## config.mk

```make
export PLATFORM = sky130hd
export DESIGN_NAME = ow_slave_tx
export DESIGN_NICKNAME = d
export VERILOG_FILES = /design/src/rtl/ow_slave_tx.sv
export SDC_FILE = /design/constraint.sdc
export NUM_CORES = 1
export LEC_CHECK = 0
export CORE_MARGIN = 2
export CORE_UTILIZATION = 61
export DETAILED_ROUTE_END_ITERATION = 6
export PLACE_DENSITY = 0.84
export SYNTH_ARGS = -nofsm -noshare
export SYNTH_HDL_FRONTEND = slang
export SYNTH_SLANG_ARGS = --single-unit
```

## constraint.sdc

```tcl
create_clock -name clk -period 4.45 [get_ports clk]
set_clock_uncertainty 0.1 [all_clocks]
set_input_delay 0.6675 -clock clk [delete_from_list [all_inputs] [get_ports clk]]
set_output_delay 0.6675 -clock clk [all_outputs]
set_load 0.02 [all_outputs]
```

## src/rtl/ow_slave_tx.sv

```systemverilog
`default_nettype none
// ============================================================================
// Module      : ow_slave_tx
// Description : 1-Wire slave transmit engine. Emits presence pulses and
//               services master read slots by holding the bus low for a
//               read-0 or leaving it released for a read-1.
// Ports       :
//   clk           system clock, rising edge
//   nRst          asynchronous active-low reset
//   fall_pulse    one-cycle marker of a master-initiated bus falling edge
//   presence_req  one-cycle request to emit a presence pulse
//   tx_valid      a bit is offered for the next read slot
//   tx_bit        offered bit value
//   tx_ready      bit accepted this cycle when tx_valid is high
//   ow_drive_low  1 = pull bus low (open-drain), 0 = release
//   tx_done       one-cycle pulse, read slot serviced
//   pres_done     one-cycle pulse, presence pulse finished
//   busy          engine is not idle
// Revision    : 1.0 - initial release
// ============================================================================
module ow_slave_tx #(
   parameter int CNT_W   = 12,
   parameter int PDH_CYC = 300,
   parameter int PDL_CYC = 1200,
   parameter int RD0_CYC = 300
) (
   input  logic clk,
   input  logic nRst,
   input  logic fall_pulse,
   input  logic presence_req,
   input  logic tx_valid,
   input  logic tx_bit,
   output logic tx_ready,
   output logic ow_drive_low,
   output logic tx_done,
   output logic pres_done,
   output logic busy
);

   // Timer reload values: a state lasting N cycles loads N-1 and exits at 0.
   localparam logic [CNT_W-1:0] c_PDH_LOAD = CNT_W'(PDH_CYC - 1);
   localparam logic [CNT_W-1:0] c_PDL_LOAD = CNT_W'(PDL_CYC - 1);
   localparam logic [CNT_W-1:0] c_RD0_LOAD = CNT_W'(RD0_CYC - 1);

   typedef enum logic [2:0] {
      ST_IDLE      = 3'd0,
      ST_PRES_WAIT = 3'd1,
      ST_PRES_LOW  = 3'd2,
      ST_ARMED     = 3'd3,
      ST_SLOT_LOW  = 3'd4
   } state_t;

   state_t           r_state;
   state_t           w_state_nxt;
   logic [CNT_W-1:0] r_cnt;
   logic [CNT_W-1:0] w_cnt_nxt;
   logic             r_bit;
   logic             w_bit_nxt;
   logic             r_drive;
   logic             r_tx_done;
   logic             r_pres_done;
   logic             r_busy;
   logic             w_tx_done_nxt;
   logic             w_pres_done_nxt;
   logic             w_cnt_zero;

   assign w_cnt_zero = (r_cnt == '0);

   // presence_req masks acceptance so a simultaneous bit offer is refused.
   assign tx_ready = (r_state == ST_IDLE) && !presence_req;

   always_ff @(posedge clk or negedge nRst) begin
      if (!nRst) begin
         r_state     <= ST_IDLE;
         r_cnt       <= '0;
         r_bit       <= 1'b0;
         r_drive     <= 1'b0;
         r_tx_done   <= 1'b0;
         r_pres_done <= 1'b0;
         r_busy      <= 1'b0;
      end else begin
         r_state     <= w_state_nxt;
         r_cnt       <= w_cnt_nxt;
         r_bit       <= w_bit_nxt;
         // Outputs are decoded from the next state so they are registered
         // and line up exactly with the state they describe.
         r_drive     <= (w_state_nxt == ST_PRES_LOW) || (w_state_nxt == ST_SLOT_LOW);
         r_busy      <= (w_state_nxt != ST_IDLE);
         r_tx_done   <= w_tx_done_nxt;
         r_pres_done <= w_pres_done_nxt;
      end
   end

   always_comb begin
      w_state_nxt     = r_state;
      w_cnt_nxt       = r_cnt;
      w_bit_nxt       = r_bit;
      w_tx_done_nxt   = 1'b0;
      w_pres_done_nxt = 1'b0;

      if (presence_req) begin
         // Presence preempts everything; any armed bit is dropped silently.
         w_state_nxt = ST_PRES_WAIT;
         w_cnt_nxt   = c_PDH_LOAD;
         w_bit_nxt   = 1'b0;
      end else begin
         case (r_state)
            ST_IDLE: begin
               if (tx_valid) begin
                  w_state_nxt = ST_ARMED;
                  w_bit_nxt   = tx_bit;
               end
            end
            ST_PRES_WAIT: begin
               if (w_cnt_zero) begin
                  w_state_nxt = ST_PRES_LOW;
                  w_cnt_nxt   = c_PDL_LOAD;
               end else begin
                  w_cnt_nxt = r_cnt - 1'b1;
               end
            end
            ST_PRES_LOW: begin
               if (w_cnt_zero) begin
                  w_state_nxt     = ST_IDLE;
                  w_pres_done_nxt = 1'b1;
               end else begin
                  w_cnt_nxt = r_cnt - 1'b1;
               end
            end
            ST_ARMED: begin
               if (fall_pulse) begin
                  if (!r_bit) begin
                     w_state_nxt = ST_SLOT_LOW;
                     w_cnt_nxt   = c_RD0_LOAD;
                  end else begin
                     // Read-1: the master's own release yields the 1.
                     w_state_nxt   = ST_IDLE;
                     w_tx_done_nxt = 1'b1;
                  end
               end
            end
            ST_SLOT_LOW: begin
               // fall_pulse is deliberately not looked at here.
               if (w_cnt_zero) begin
                  w_state_nxt   = ST_IDLE;
                  w_tx_done_nxt = 1'b1;
               end else begin
                  w_cnt_nxt = r_cnt - 1'b1;
               end
            end
            default: begin
               w_state_nxt = ST_IDLE;
            end
         endcase
      end
   end

   assign ow_drive_low = r_drive;
   assign tx_done      = r_tx_done;
   assign pres_done    = r_pres_done;
   assign busy         = r_busy;

endmodule
`default_nettype wire

```

# Word level (Yosys, flattened, before mapping)
# Cells that the tools add are included.
dict set report classes {
  addsub 1
  n_eq_ne 9
  muxes 23
  n_reduce_logical 12
}
# operator count
set ops {}
lappend ops {{$mux 12} 5}
lappend ops {{$pmux 12 s3} 1}
lappend ops {{$mux 3} 6}
lappend ops {{$logic_not 12->1} 1}
lappend ops {{$pmux 3 s4} 1}
lappend ops {{$sub 12x1->12 const B} 1}
lappend ops {{$eq 3x2->1 const B} 3}
lappend ops {{$mux 1} 9}
lappend ops {{$ne 3x3->1 const B} 3}
lappend ops {{$eq 3x3->1 const B} 2}
lappend ops {{$reduce_and 4->1} 1}
lappend ops {{$reduce_bool 2->1} 2}
lappend ops {{$reduce_bool 4->1} 1}
lappend ops {{$eq 3x1->1 const B} 1}
lappend ops {{$logic_not 3->1} 1}
lappend ops {{$reduce_bool 3->1} 1}
lappend ops {{$pmux 1 s2} 1}
lappend ops {{$reduce_and 2->1} 1}
lappend ops {{$reduce_or 2->1} 1}
lappend ops {{$logic_and 1x1->1} 1}
lappend ops {{$logic_not 1->1} 1}
lappend ops {{$logic_or 1x1->1} 1}
dict set report word_totals {
  ff_bits 20
  output_inout_bits 5
}

# Longest topological paths before layout
# Gate-level depths: netlist of run 1.
dict set report logic_depth {
  ltp_word 6
  depth_mapped 7
  ltp_nobuf 6
}

# Worst setup path after synthesis of run 1
# Ideal clock, no wire load.
dict set report synth_timing {
  kind {in2out}
  from {input port presence_req}
  to {output port tx_ready}
  arrival_time_ns 1.672
  required_ns 3.682
  path_slack_ns 2.011
  path_stages 3
  path_cell_list {clkbuf_1 or2_2 nor3_1}
}
dict set report synth_between {
  elab_chain_cells 2
}
# element line_no
set synth_lines {}
lappend synth_lines {{start, declared} 30} ;# input logic presence_req,
lappend synth_lines {{$logic_not 1->1} 70} ;# assign tx_ready = (r_state == ST_IDLE) && !presence_req;
lappend synth_lines {{$logic_and 1x1->1} 70}
lappend synth_lines {{end, declared} 33} ;# output logic tx_ready,
# Every way passes these cells.

# Final worst setup path of run 1
# Ends and elaborated chain as after synthesis.

==> flow_metrics.tcl, run 1 <==
set metrics [dict create \
    n_antenna_cell 0 \
    yosys-top-cells-area "dfrtp_1 38%, a211o_1 4.0%, a211oi_1 3.4%, nand3_1 3.0%, nor3_1 3.0%" \
    synthesis.area_mm2 0.00133 \
    track_usage 0.261 \
    start_util 0.663 \
    area_growth_pct 9.62 \
    drtIter0Drc 52 \
    hold_path.startpoint "r_cnt[10]" \
    num_io_pins 11 \
    period_share 0.727 \
    holdBufCountCts 0 \
    nFillCells 152 \
    ys_seq_area_frac 0.377 \
    cts_buffers 3 \
    clkSlewWorstSetupHoldPaths_ns 0.11 \
    synthCells 141 \
    ys.flop_type "dfrtp_1" \
    first_pass_iters 4 \
    reg2reg_slack_ns 2.17 \
    wl_um 2950 \
    setup_violations 0 \
    outcome "complete, no violations" \
    r2r_end "r_cnt[1]" \
    cts_max_level 1 \
    synth-edff-count 0 \
    core_mm2 0.00200 \
    fp.dieArea_mm2 0.00256 \
    synth_cell_type_count 51 \
    crit_fanout 11 \
    cts_resized 0 \
    rsz0062_at_grt "no" \
    yosys.area.top_type "dfrtp_1" \
    cp_slowest_cell "clkdlybuf4s50_1" \
    syn_avg_cell_area_um2 9.41 \
    fin_cells 174 \
    vias 1167 \
    max_slew_margin 0.347 \
    hp-class "register to register" \
    grt_pass1_vias 1095 \
    grt_pass1_wl_um 5070 \
    timing.critical_path.buf_inv 2 \
    insertion_delay_ns 0.31 \
    arrival_ns 2.47 \
    drc 0 \
    path_class "input port to output port" \
    end_kind "output port" \
    post_cts.repair.setup_buffers 0 \
    synth.top_cell.area_share 0.377 \
    tightest_slew_ns 0.975 \
    final_hold_viol_count 0 \
    synth_nets 149 \
    routed_via_density 6.71 \
    maxCapViolCount 0 \
    synth.most_common_cell "dfrtp_1" \
    path_cells "clkdlybuf4s50_1 -> or2_2 -> nor3_1 -> clkdlybuf4s50_1" \
    ys_ff_latch 20 \
    port_buffers 10 \
    layout.nets 156 \
    dp_hpwl_um 2070 \
    reg2regPathDepth 6 \
    worstPathRequired_ns 3.68 \
    die_x_um 50.6 \
    clk_path_buf_depth 2 \
    crit_top_cell "clkdlybuf4s50_1" \
    overflow 0 \
    fp-row-count 16 \
    powerDensity_mw_per_mm2 224 \
    wl_per_cell_um 16.9 \
    worst_setup_path_start_kind "input port" \
    synth-async-reset-ratio 1.00 \
    cts_tree "done" \
    cpPeakStageDelay_ns 0.63 \
    rr_startpoint "r_cnt[0]" \
    gp_congestion 0.847 \
    fin_crit_ns 3.24 \
    p_leak_nw 0.625 \
    placed_cells 170 \
    cts_root_buf "clkbuf_4" \
    final.setup.tns_ns 0 \
    timing.fmax_mhz 309 \
    synth_common_cells "20 x dfrtp_1, 8 x inv_1, 8 x nand3_1, 8 x nor3_1" \
    cts_sinks 20 \
    yosysWarnings 0 \
    vdd_drop_max_mv 0.192 \
    antenna_found_initial 0 \
    path_delay_family "buffers and inverters" \
    final_antenna_net_count 0 \
    die_h_um 50.6 \
    min_path_cells 1 \
    drive_gt1_frac 0.102 \
    grt_max_degree 21 \
    slew_violations 0 \
    holdPathEnd "r_cnt[10]" \
]
==> worst max-delay path by stage <==
stage,start,depth (start not counted),to
after floorplan,presence_req,3,tx_ready
after CTS,presence_req,4,tx_ready
after global routing,presence_req,4,tx_ready
final,presence_req,4,tx_ready
after global placement,presence_req,4,tx_ready
after detailed placement,presence_req,4,tx_ready
==> layout make-up <==
class                           instances  area, um2  share of cell area
Multi-Input combinational cell        105        753               0.518
Sequential cell                        20        500               0.344
Timing Repair Buffer                   10        100              0.0688
Clock buffer                            4       36.3              0.0250
Tap cell                               27       33.8              0.0232
Inverter                                8       30.0              0.0207
==> state kept, by name, indices dropped and copies added (netlist names) <==
signal        count
busy              1
ow_drive_low      1
pres_done         1
r_bit             1
r_cnt            12
r_state           3
tx_done           1
==> report_power, final <==
group          leakage [nW]  internal (mW)  switching [mW]
clock network        0.0210         0.0500          0.0583
registers             0.246          0.185         0.00480
logic                 0.358         0.0112          0.0171
total                 0.625          0.246          0.0802
==> through the flow <==
| stage | hold slack, ns | setup WS [ns] | instance area (um2) | total power, mW | util |
|---|---|---|---|---|---|
| final | 0.471 | 1.21 | 1450 | 0.326 | 0.726 |
| after global routing | 0.503 | 1.14 | 1450 | 0.339 | 0.726 |
| after CTS | 0.474 | 1.23 | 1450 | 0.328 | 0.726 |
| after detailed placement | 0.447 | 1.24 | 1420 | 0.221 | 0.708 |
| after global placement | 0.437 | 1.25 | 1420 | 0.220 | 0.708 |
| after floorplan | 0.272 | 2.01 | 1330 | 0.209 | - |
==> routing by layer <==
metal  up-vias  GRT usage  routed length (um)
met2        47      0.397                1370
met3         5     0.0387                 169
met1       557      0.381                1370
met5         -          0                   0
li1        558          -                   -
met4         0     0.0811                  35
==> logic make-up after synthesis <==
group           count (synthesis)  synth area share
compound gates                 36             0.218
buf+inv                        16            0.0547
xor+xnor                        3            0.0198
simple gates                   62             0.295
mux                             2            0.0160
flops                          20             0.377
fa+ha+maj                       2            0.0189
==> cell usage in the layout (no fill, tap or decap), drive strengths merged, types with 3 or more instances in the layout <==
| cell | n |
|---|---|
| clkdlybuf4s50 | 10 |
| a211o | 7 |
| dfrtp | 20 |
| nand2 | 7 |
| nor4 | 6 |
| inv | 8 |
| a211oi | 6 |
| a311oi | 3 |
| and3 | 4 |
| a21oi | 5 |
| nor3 | 8 |
| or3 | 3 |
| o21ai | 3 |
| nand3 | 8 |
| nor4b | 3 |
| nand2b | 3 |
| nor2 | 7 |
| clkbuf | 4 |
(Power assumes the default switching activity.)
==> inputs of run 2 (changes only) <==
--- a/config.mk
+++ b/config.mk
@@ -6,9 +6,9 @@
 export NUM_CORES = 1
 export LEC_CHECK = 0
 export CORE_MARGIN = 2
-export CORE_UTILIZATION = 61
+export CORE_UTILIZATION = 51
 export DETAILED_ROUTE_END_ITERATION = 6
-export PLACE_DENSITY = 0.84
+export PLACE_DENSITY = 0.75
 export SYNTH_ARGS = -nofsm -noshare
 export SYNTH_HDL_FRONTEND = slang
 export SYNTH_SLANG_ARGS = --single-unit
==> constraint.sdc (replaced) <==
create_clock -name clk -period 2.7 [get_ports clk]
set_clock_uncertainty 0.1 [all_clocks]
set_input_delay 0.405 -clock clk [delete_from_list [all_inputs] [get_ports clk]]
set_output_delay 0.405 -clock clk [all_outputs]
set_load 0.02 [all_outputs]
==> run 2 against run 1 <==
Critical path depth fell by 1; die area rose by 18%; first-iteration DRC count fell by 40%; cell area rose by 0.86%; total power rose by 54%; critical endpoint unchanged.
==> flow_metrics.tcl, run 2 (synthesized netlist as in run 1, its figures left out) <==
set metrics [dict create \
    outcome "complete, no violations" \
    maxCapViolCount 0 \
    setup_violations 0 \
    hp-class "input port to asynchronous set/reset pin" \
    max_slew_margin 0.308 \
    layout.nets 159 \
    nFillCells 228 \
    grt_pass1_wl_um 4650 \
    fin_crit_ns 2.47 \
    drive_gt1_frac 0.114 \
    post_cts.repair.setup_buffers 0 \
    largest_registers "r_cnt x12, r_state x3" \
    cts_sinks 20 \
    fin_cells 179 \
    num_io_pins 11 \
    clk_path_buf_depth 2 \
    cts_root_buf "clkbuf_4" \
    dp_hpwl_um 2020 \
    fin_hold_ws_ns 0.332 \
    end_kind "output port" \
    fp.dieArea_mm2 0.00302 \
    p_switching_mw 0.124 \
    crit_fanout 13 \
    wl_um 2880 \
    final_hold_viol_count 0 \
    path_class "register to output port" \
    cts_tree "done" \
    core_mm2 0.00248 \
    antenna_found_initial 0 \
    routed_via_density 6.54 \
    fp-row-count 18 \
    path_cells "or2_2 -> nor3_1 -> clkdlybuf4s50_1" \
    overflow 0 \
    wl_per_cell_um 16.1 \
    tightest_slew_ns 1.03 \
    cts_max_level 1 \
    power_frac_comb 0.098 \
    arrival_ns 1.97 \
    p_leak_nw 0.632 \
    power.internal_mw 0.377 \
    period_share 0.915 \
    vias 1171 \
    rsz0062_at_grt "no" \
    power_frac_seq 0.623 \
    power_mw 0.501 \
    worst_setup_path_start_kind "register" \
    timing.critical_path.buf_inv 1 \
    final_cell_mix "20 x dfrtp_1, 10 x clkdlybuf4s50_1, 8 x inv_1, 8 x nand3_1, 8 x nor3_1" \
    largest_reg_flops 12 \
    area_growth_pct 10.6 \
    port_buffers 10 \
    clkSlewWorstSetupHoldPaths_ns 0.10 \
    cpPeakStageDelay_ns 0.63 \
    placed_cells 176 \
    timing.fmax_mhz 405 \
    grt_max_degree 21 \
    drtIter0Drc 31 \
    drc 0 \
    powerDensity_mw_per_mm2 342 \
    regArea_um2 500 \
    first_pass_iters 4 \
    path_delay_family "buffers and inverters" \
    gp_congestion 0.809 \
    worstPathRequired_ns 2.19 \
    cts_resized 0 \
    n_antenna_cell 0 \
    sw_frac_of_total 0.248 \
    die_x_um 55.0 \
    final_antenna_net_count 0 \
    track_usage 0.214 \
    final.setup.tns_ns 0 \
    slew_violations 0 \
    die_h_um 55.0 \
    p_clk_frac 0.279 \
    insertion_delay_ns 0.30 \
    cp_slowest_cell "clkdlybuf4s50_1" \
    layout_commonest_cell "dfrtp_1" \
    grt_pass1_vias 1040 \
    top_register "r_cnt" \
    multi_input_comb_area_um2 753 \
    holdBufCountCts 0 \
    vdd_drop_max_mv 0.217 \
    cts_buffers 3 \
    start_util 0.535 \
]
run 2: path summary, 6_finish.rpt:
path / from / end / slack [ns] / depth (start not counted)
hold reg to reg: r_bit / r_bit / 0.48 / 2
min in group clk: r_bit / r_bit / 0.48 / 2
setup reg to reg: r_cnt[0] / r_cnt[1] / 0.43 / 6
hold / removal: nRst / r_cnt[11] / 0.33 / 2
max in group asynchronous: nRst / r_state[0] / 1.95 / 2
setup / recovery: r_state[2] / tx_ready / 0.23 / 3
run 2: metrics by stage:
| stage | setup WS, ns | area (um2) | utilization |
|---|---|---|---|
| 2_1_floorplan | 0.680 | 1330 | - |
| 3_3_place_gp | 0.299 | 1440 | 0.583 |
| 3_5_place_dp | 0.298 | 1440 | 0.583 |
| 4_1_cts | 0.216 | 1470 | 0.592 |
| 5_1_grt | 0.124 | 1470 | 0.592 |
| 6_report | 0.229 | 1470 | 0.592 |
run 2: layout make-up:
type	count	share of cell area
Tap cell	30	0.0256
Timing Repair Buffer	13	0.0836
Inverter	8	0.0205
Multi-Input combinational cell	105	0.514
Clock buffer	3	0.0154
Sequential cell	20	0.341
run 2: routing by layer:
layer | track usage | wire (um) | up-vias
li1 | - | - | 565
met1 | 0.278 | 1330 | 569
met2 | 0.379 | 1400 | 30
met3 | 0.0242 | 103 | 7
met4 | 0.0488 | 43 | 0
met5 | 0 | 0 | -
run 2: power by group through the flow:
| stage | Sequential, mW | Clock [mW] | Combinational (mW) |
|---|---|---|---|
| global placement | 0.318 | 0 | 0.0473 |
| CTS | 0.312 | 0.142 | 0.0493 |
| detailed placement | 0.318 | 0 | 0.0489 |
| floorplan | 0.315 | 0 | 0.0296 |
| global route | 0.314 | 0.153 | 0.0549 |
| finish | 0.312 | 0.140 | 0.0490 |
==> inputs of run 3 (changes only) <==
--- a/config.mk
+++ b/config.mk
@@ -8,7 +8,9 @@
 export CORE_MARGIN = 2
 export CORE_UTILIZATION = 51
 export DETAILED_ROUTE_END_ITERATION = 6
+export HOLD_SLACK_MARGIN = 0.15
 export PLACE_DENSITY = 0.75
+export SETUP_SLACK_MARGIN = 0.02
 export SYNTH_ARGS = -nofsm -noshare
 export SYNTH_HDL_FRONTEND = slang
 export SYNTH_SLANG_ARGS = --single-unit
==> results of run 3 <==
No change in the layout: final DEF, timing and power equal those of run 2.
